`config.mk`:
```
export PLATFORM = sky130hd
export DESIGN_NAME = uart_tx_fifo_flat
export DESIGN_NICKNAME = d
export VERILOG_FILES = /design/src/rtl/uart_tx_fifo_if.sv /design/src/rtl/uart_tx_fifo.sv /design/src/flat_wrapper.sv
export SDC_FILE = /design/constraint.sdc
export NUM_CORES = 1
export LEC_CHECK = 0
export CAP_MARGIN = 30
export CORE_MARGIN = 8
export CORE_UTILIZATION = 40
export CTS_CLUSTER_SIZE = 25
export DETAILED_ROUTE_END_ITERATION = 8
export PLACE_DENSITY = 0.66
export SLEW_MARGIN = 10
export SYNTH_ARGS = -nofsm -noshare
export SYNTH_HDL_FRONTEND = slang
export SYNTH_SLANG_ARGS = --single-unit
```
`constraint.sdc`:
```
create_clock -name clock -period 3.3 [get_ports clock]
set_input_delay 0.66 -clock clock [delete_from_list [all_inputs] [get_ports clock]]
set_output_delay 0.66 -clock clock [all_outputs]
set_load 0.01 [all_outputs]
```
`src/rtl/uart_tx_fifo_if.sv`:
```
// rtl/uart_tx_fifo_if.sv - producer-side write handshake for the UART transmitter FIFO
interface uart_tx_fifo_if #(
    parameter int DATA_BITS = 8
);
    logic                 wr_valid;
    logic [DATA_BITS-1:0] wr_data;
    logic                 wr_ready;

    modport master (output wr_valid, output wr_data, input wr_ready);
    modport slave  (input wr_valid, input wr_data, output wr_ready);
endinterface

```
`src/rtl/uart_tx_fifo.sv`:
```
// rtl/uart_tx_fifo.sv - UART transmitter with input FIFO, configurable frame format
module uart_tx_fifo #(
    parameter int CLK_PER_HALF_BIT = 5208,
    parameter int DATA_BITS        = 8,
    parameter int PARITY           = 0,
    parameter int STOP_BITS        = 1,
    parameter int FIFO_DEPTH       = 16
) (
    input  logic                            clock,
    input  logic                            reset_n,
    uart_tx_fifo_if.slave                   wr,
    output logic [$clog2(FIFO_DEPTH):0]     fifo_count,
    output logic                            tx_busy,
    output logic                            txd
);
    localparam int T  = 2 * CLK_PER_HALF_BIT;
    localparam int TW = (T > 2) ? $clog2(T) : 1;
    localparam int AW = $clog2(FIFO_DEPTH);
    localparam int DW = $clog2(DATA_BITS);

    typedef enum logic [2:0] {IDLE, START, DATA, PAR, STOP} state_t;

    state_t               state, state_nx;
    logic [DATA_BITS-1:0] mem [FIFO_DEPTH];
    logic [AW-1:0]        rd_ptr, wr_ptr;
    logic [AW:0]          count;
    logic [TW-1:0]        bit_cnt;
    logic [DW-1:0]        data_idx;
    logic                 stop_idx;
    logic [DATA_BITS-1:0] shifter;
    logic                 par_bit;
    logic                 txd_r;
    logic                 push, pop, bit_end;
    logic [DATA_BITS-1:0] head;

    assign head       = mem[rd_ptr];
    assign bit_end    = (bit_cnt == TW'(T - 1));
    assign wr.wr_ready = (count != (AW+1)'(FIFO_DEPTH));
    assign push       = wr.wr_valid && wr.wr_ready;
    assign fifo_count = count;
    assign tx_busy    = (state != IDLE) || (count != '0);
    assign txd        = txd_r;

    always_ff @(posedge clock or negedge reset_n) begin
        if (!reset_n) state <= IDLE;
        else          state <= state_nx;
    end

    // A pop is only ever taken when the line is free: from IDLE, or on the
    // last clock of the final stop bit so the next start bit follows with no gap.
    always_comb begin
        state_nx = state;
        pop      = 1'b0;
        case (state)
            IDLE: if (count != '0) begin
                pop      = 1'b1;
                state_nx = START;
            end
            START: if (bit_end) state_nx = DATA;
            DATA: if (bit_end && data_idx == DW'(DATA_BITS - 1))
                state_nx = (PARITY != 0) ? PAR : STOP;
            PAR: if (bit_end) state_nx = STOP;
            STOP: if (bit_end && stop_idx == 1'(STOP_BITS - 1)) begin
                if (count != '0) begin
                    pop      = 1'b1;
                    state_nx = START;
                end else begin
                    state_nx = IDLE;
                end
            end
            default: state_nx = IDLE;
        endcase
    end

    always_ff @(posedge clock) begin
        if (push) mem[wr_ptr] <= wr.wr_data;
    end

    always_ff @(posedge clock or negedge reset_n) begin
        if (!reset_n) begin
            wr_ptr <= '0;
            rd_ptr <= '0;
            count  <= '0;
        end else begin
            if (push) wr_ptr <= wr_ptr + 1'b1;
            if (pop)  rd_ptr <= rd_ptr + 1'b1;
            case ({push, pop})
                2'b10:   count <= count + 1'b1;
                2'b01:   count <= count - 1'b1;
                default: count <= count;
            endcase
        end
    end

    always_ff @(posedge clock or negedge reset_n) begin
        if (!reset_n) begin
            txd_r    <= 1'b1;
            bit_cnt  <= '0;
            data_idx <= '0;
            stop_idx <= 1'b0;
            shifter  <= '0;
            par_bit  <= 1'b0;
        end else if (pop) begin
            shifter  <= head;
            par_bit  <= (PARITY == 1) ? ~^head : ^head;
            txd_r    <= 1'b0;
            bit_cnt  <= '0;
            data_idx <= '0;
            stop_idx <= 1'b0;
        end else if (state != IDLE) begin
            if (bit_end) begin
                bit_cnt <= '0;
                case (state)
                    START: begin
                        txd_r   <= shifter[0];
                        shifter <= shifter >> 1;
                    end
                    DATA: if (data_idx == DW'(DATA_BITS - 1)) begin
                        txd_r <= (PARITY != 0) ? par_bit : 1'b1;
                    end else begin
                        data_idx <= data_idx + 1'b1;
                        txd_r    <= shifter[0];
                        shifter  <= shifter >> 1;
                    end
                    PAR:  txd_r <= 1'b1;
                    STOP: begin
                        stop_idx <= stop_idx + 1'b1;
                        txd_r    <= 1'b1;
                    end
                    default: txd_r <= 1'b1;
                endcase
            end else begin
                bit_cnt <= bit_cnt + 1'b1;
            end
        end
    end
endmodule
```
`src/flat_wrapper.sv`:
```
// flat-port wrapper written by rule: the top's interface ports become plain ports
module uart_tx_fifo_flat 
#(
    parameter int CLK_PER_HALF_BIT = 5208,
    parameter int DATA_BITS        = 8,
    parameter int PARITY           = 0,
    parameter int STOP_BITS        = 1,
    parameter int FIFO_DEPTH       = 16
)
  (clock, reset_n, fifo_count, tx_busy, txd, wr_wr_valid, wr_wr_data, wr_wr_ready);
  uart_tx_fifo_if #(.DATA_BITS(DATA_BITS)) wr_i ();
  input  logic clock;
  input  logic reset_n;
  output logic [$clog2(FIFO_DEPTH):0] fifo_count;
  output logic tx_busy;
  output logic txd;
  input wire logic [$bits(wr_i.wr_valid)-1:0] wr_wr_valid;
  input wire logic [$bits(wr_i.wr_data)-1:0] wr_wr_data;
  output wire logic [$bits(wr_i.wr_ready)-1:0] wr_wr_ready;
  assign wr_i.wr_valid = wr_wr_valid;
  assign wr_i.wr_data = wr_wr_data;
  assign wr_wr_ready = wr_i.wr_ready;
  uart_tx_fifo #(.CLK_PER_HALF_BIT(CLK_PER_HALF_BIT), .DATA_BITS(DATA_BITS), .PARITY(PARITY), .STOP_BITS(STOP_BITS), .FIFO_DEPTH(FIFO_DEPTH)) u_core (.clock(clock), .reset_n(reset_n), .wr(wr_i), .fifo_count(fifo_count), .tx_busy(tx_busy), .txd(txd));
endmodule
```
==> impl_metrics.csv <==
group,metric,value,unit
sta,fmax,319,MHz
sta,fin_worst_skew,0.0137,ns
floorplanning,rows,49,
power,leakagePower,3.10,nW
setup_path,r2r_setup_slack,0.16,ns
route,vias,3867,
grt,overflow,0,
clock_tree,ctsHoldBuffers,0,
placed_design,place_area,7790,sq um
synth,synth_top_area_cell,"edfxtp_1",
setup_path,cp-end-kind,"flop",
run,drv_cap,0,
clock_tree,clock_path_buffers,2,
route,dr.pass1.iters,4,
sta,fin_crit,3.14,ns
power,cellPowerDensity,816,nW/um^2
sta,setup_viol,0,
setup_path,crit_family,"simple AND/OR/NAND/NOR gates",
setup_path,startpoint_type,"flop",
synth,syn_area,7210,sq um
clock_tree,cts_root_buf,"clkbuf_16",
grt,grt_pass1_wl,22700,microns
run_status,status,"finished, final reports clean",
clock_tree,clkLatencyLatePin,0.44,ns
sta,hold-worst-slack,0.0626,ns
placed_design,place_hpwl,8990,microns
synth,yosysTopAreaCellShare,53.3,%
sta,hold_viol,0,
setup_path,critical_path.max_fanout,8,
grt,grt_usage,13.4,%
synth,syn_inst,439,
synth,synth_nets,462,
layout,fin_area,8440,sq um
sta,worstMarginPinSlew,0.787,ns
layout,synthToLayoutAreaGrowth,17.1,%
layout,multi_input_area,2180,sq um
route,drt-initial-drc-count,260,
route,routedWlPerCell,19.2,microns
power,totalPowerFinal,6.88,mW
synth,synth-edff-count,128,
min_path,hold_path_class,"primary input to asynchronous set/reset pin",
setup_path,slowest_stage,"or4_4",
clock_tree,htreeDepth,4,
sta,report.final.slew_viol_count,0,
synth,synth_area_leaders,"edfxtp_1 53%, dfrtp_1 15%, mux4_2 10%",
synth,async_flop_share,25.1,%
clock_tree,clk_pin_slew,0.07,ns
synth,synthDistinctLibCells,49,
synth,postSynthAreaPerCell,16.4,sq um
route,wl,13800,microns
synth,synth-seq-cells,171,
placed_design,place_congestion,0.767,
clock_tree,clock-sinks,171,
sta,rsz0062_at_grt,"false",
setup_path,crit_top_cell,"xor2_1",
floorplanning,ios,19,
setup_path,r2r_start,"u_core.bit_cnt[7]$_DFFE_PN0P_",
grt,grt_pass1_vias,4108,
route,drc,0,
setup_path,cp_cell_sequence,"or3b_2, or4_4, o21ai_4, nand3_2, inv_2, ha_4, xor2_1, ha_2, a31oi_1, or2_2, a21oi_2, xor2_1",
setup_path,worstPathArrival,3.50,ns
setup_path,cpPeakStageDelay,0.56,ns
layout,seqCellArea,4920,sq um
synth,seq_area_frac_synth,68.3,%
route,ant_nets,0,
setup_path,r2r_cells,12,
clock_tree,cts_buffers,17,
sta,period_share,95.0,%
grt,antenna_found_initial,0,
setup_path,critical_path_class,"flop to flop",
clock_tree,cts_tree,"built",
layout,layout_common_cells,"128 x edfxtp_1, 41 x dfrtp_1, 36 x nor2_1",
placed_design,portBuffers,18,
floorplanning,die_w,150,microns
setup_path,crit_path_end,"u_core.fifo_count[4]$_DFFE_PN0P_",
layout,drive_gt1_share,22.2,%
layout,antenna_cells,0,
sta,finalSetupTns,0,ns
floorplanning,dieArea,22600,sq um
floorplanning,start_util,40.4,%
clock_tree,post_cts_buffers,0,
setup_path,reg2reg_to,"u_core.fifo_count[4]$_DFFE_PN0P_",
power,ir_drop,485,uV
setup_path,critPathBufInv,1,
route,via_per_inst,5.36,
layout,n_fill_cell,1470,
grt,grt_max_degree,44,
layout,layout_commonest_cell,"edfxtp_1",
layout,nets,502,
floorplanning,core-area,17800,sq um
setup_path,worstSetupPathDepth,12,
setup_path,crit_required,3.66,ns
floorplanning,die_y,150,microns
sta,slew-limit-headroom,47.6,%
synth,synth_flop_cell,"edfxtp_1",
synth,ys.warnings.count,0,
clock_tree,cts_resized,0,
setup_path,startpoint,"u_core.bit_cnt[7]$_DFFE_PN0P_",
==> worst min-delay path by stage <==
| stage | from | to | slack [ns] | cells past startpoint |
|---|---|---|---|---|
| after floorplan | reset_n | u_core.bit_cnt[0]$_DFFE_PN0P_ | 0.36 | 0 |
| after global placement | u_core.data_idx[1]$_DFFE_PN0P_ | u_core.data_idx[1]$_DFFE_PN0P_ | 0.50 | 1 |
| after detailed placement | u_core.data_idx[1]$_DFFE_PN0P_ | u_core.data_idx[1]$_DFFE_PN0P_ | 0.51 | 1 |
| after CTS | reset_n | u_core.bit_cnt[3]$_DFFE_PN0P_ | 0.40 | 1 |
| after global routing | reset_n | u_core.bit_cnt[13]$_DFFE_PN0P_ | 0.06 | 1 |
| final | reset_n | u_core.bit_cnt[3]$_DFFE_PN0P_ | 0.06 | 1 |
==> cells by family (layout without fill, tap and decap cells) <==
family | Yosys count | after routing | share of synthesized area, %
buffers and inverters | 29 | 82 | 1.77
adders and majority gates | 12 | 12 | 2.08
DFF | 171 | 171 | 68.3
xor gates and xnor gates | 24 | 24 | 2.92
AOI/OAI and AO/OA | 45 | 45 | 4.81
muxes | 52 | 52 | 12.8
and+or+nand+nor | 106 | 106 | 7.28
==> cell usage after synthesis (all sizes together), types with 2 or more instances <==
| library cell | instances |
|---|---|
| nand3b | 3 |
| nor2b | 2 |
| nand2b | 5 |
| nand2 | 20 |
| nor2 | 36 |
| o21ai | 11 |
| xor2 | 11 |
| a2bb2oi | 2 |
| a21oi | 4 |
| mux4 | 32 |
| or2 | 3 |
| nand3 | 8 |
| buf | 6 |
| xnor2 | 13 |
| nor3 | 10 |
| inv | 6 |
| ha | 12 |
| and3 | 3 |
| mux2 | 4 |
| nand4 | 7 |
| or3 | 2 |
| dfrtp | 42 |
| edfxtp | 128 |
| a22o | 17 |
| mux2i | 16 |
| clkbuf | 17 |
| and2 | 2 |
==> report_power, final <==
part           internal [mW]  switching [mW]  leakage, nW  total [mW]
Clock                   1.22           0.882        0.307        2.10
Sequential              2.65           0.334         1.70        2.99
Combinational          0.920           0.871         1.09        1.79
==> routing by layer <==
metal | vias up | wire (microns) | global-route usage, %
met5 | - | 0 | 0
met4 | 0 | 187 | 5.45
met3 | 16 | 766 | 3.73
met2 | 80 | 7290 | 22.5
met1 | 1999 | 5600 | 16.2
li1 | 1772 | - | -
==> sequential cells by signal, summed over array words and instances (netlist names) <==
signal and count:
u_core.bit_cnt 14, u_core.data_idx 3, u_core.fifo_count 5, u_core.mem 128
u_core.rd_ptr 4, u_core.shifter 8, u_core.state 3, u_core.stop_idx 1
u_core.txd 1, u_core.wr_ptr 4
==> per-stage QoR <==
stage                     worst slack, ns  utilization (%)  std cells
after floorplan                    0.0135                -        439
after detailed placement            0.195             43.7        688
after global placement              0.286             43.7        688
after global routing               0.0221             47.3        721
after CTS                           0.168             47.2        720
final                               0.164             47.3        721
==> final cells by class <==
| type | instances | area share [%] |
|---|---|---|
| clock buffer | 17 | 5.04 |
| clock inverter | 15 | 2.39 |
| inverter | 6 | 0.267 |
| multi-input combinational | 239 | 25.9 |
| sequential | 171 | 58.3 |
| tap | 229 | 3.40 |
| timing repair buffer | 44 | 4.69 |
(Power assumes the default switching activity.)
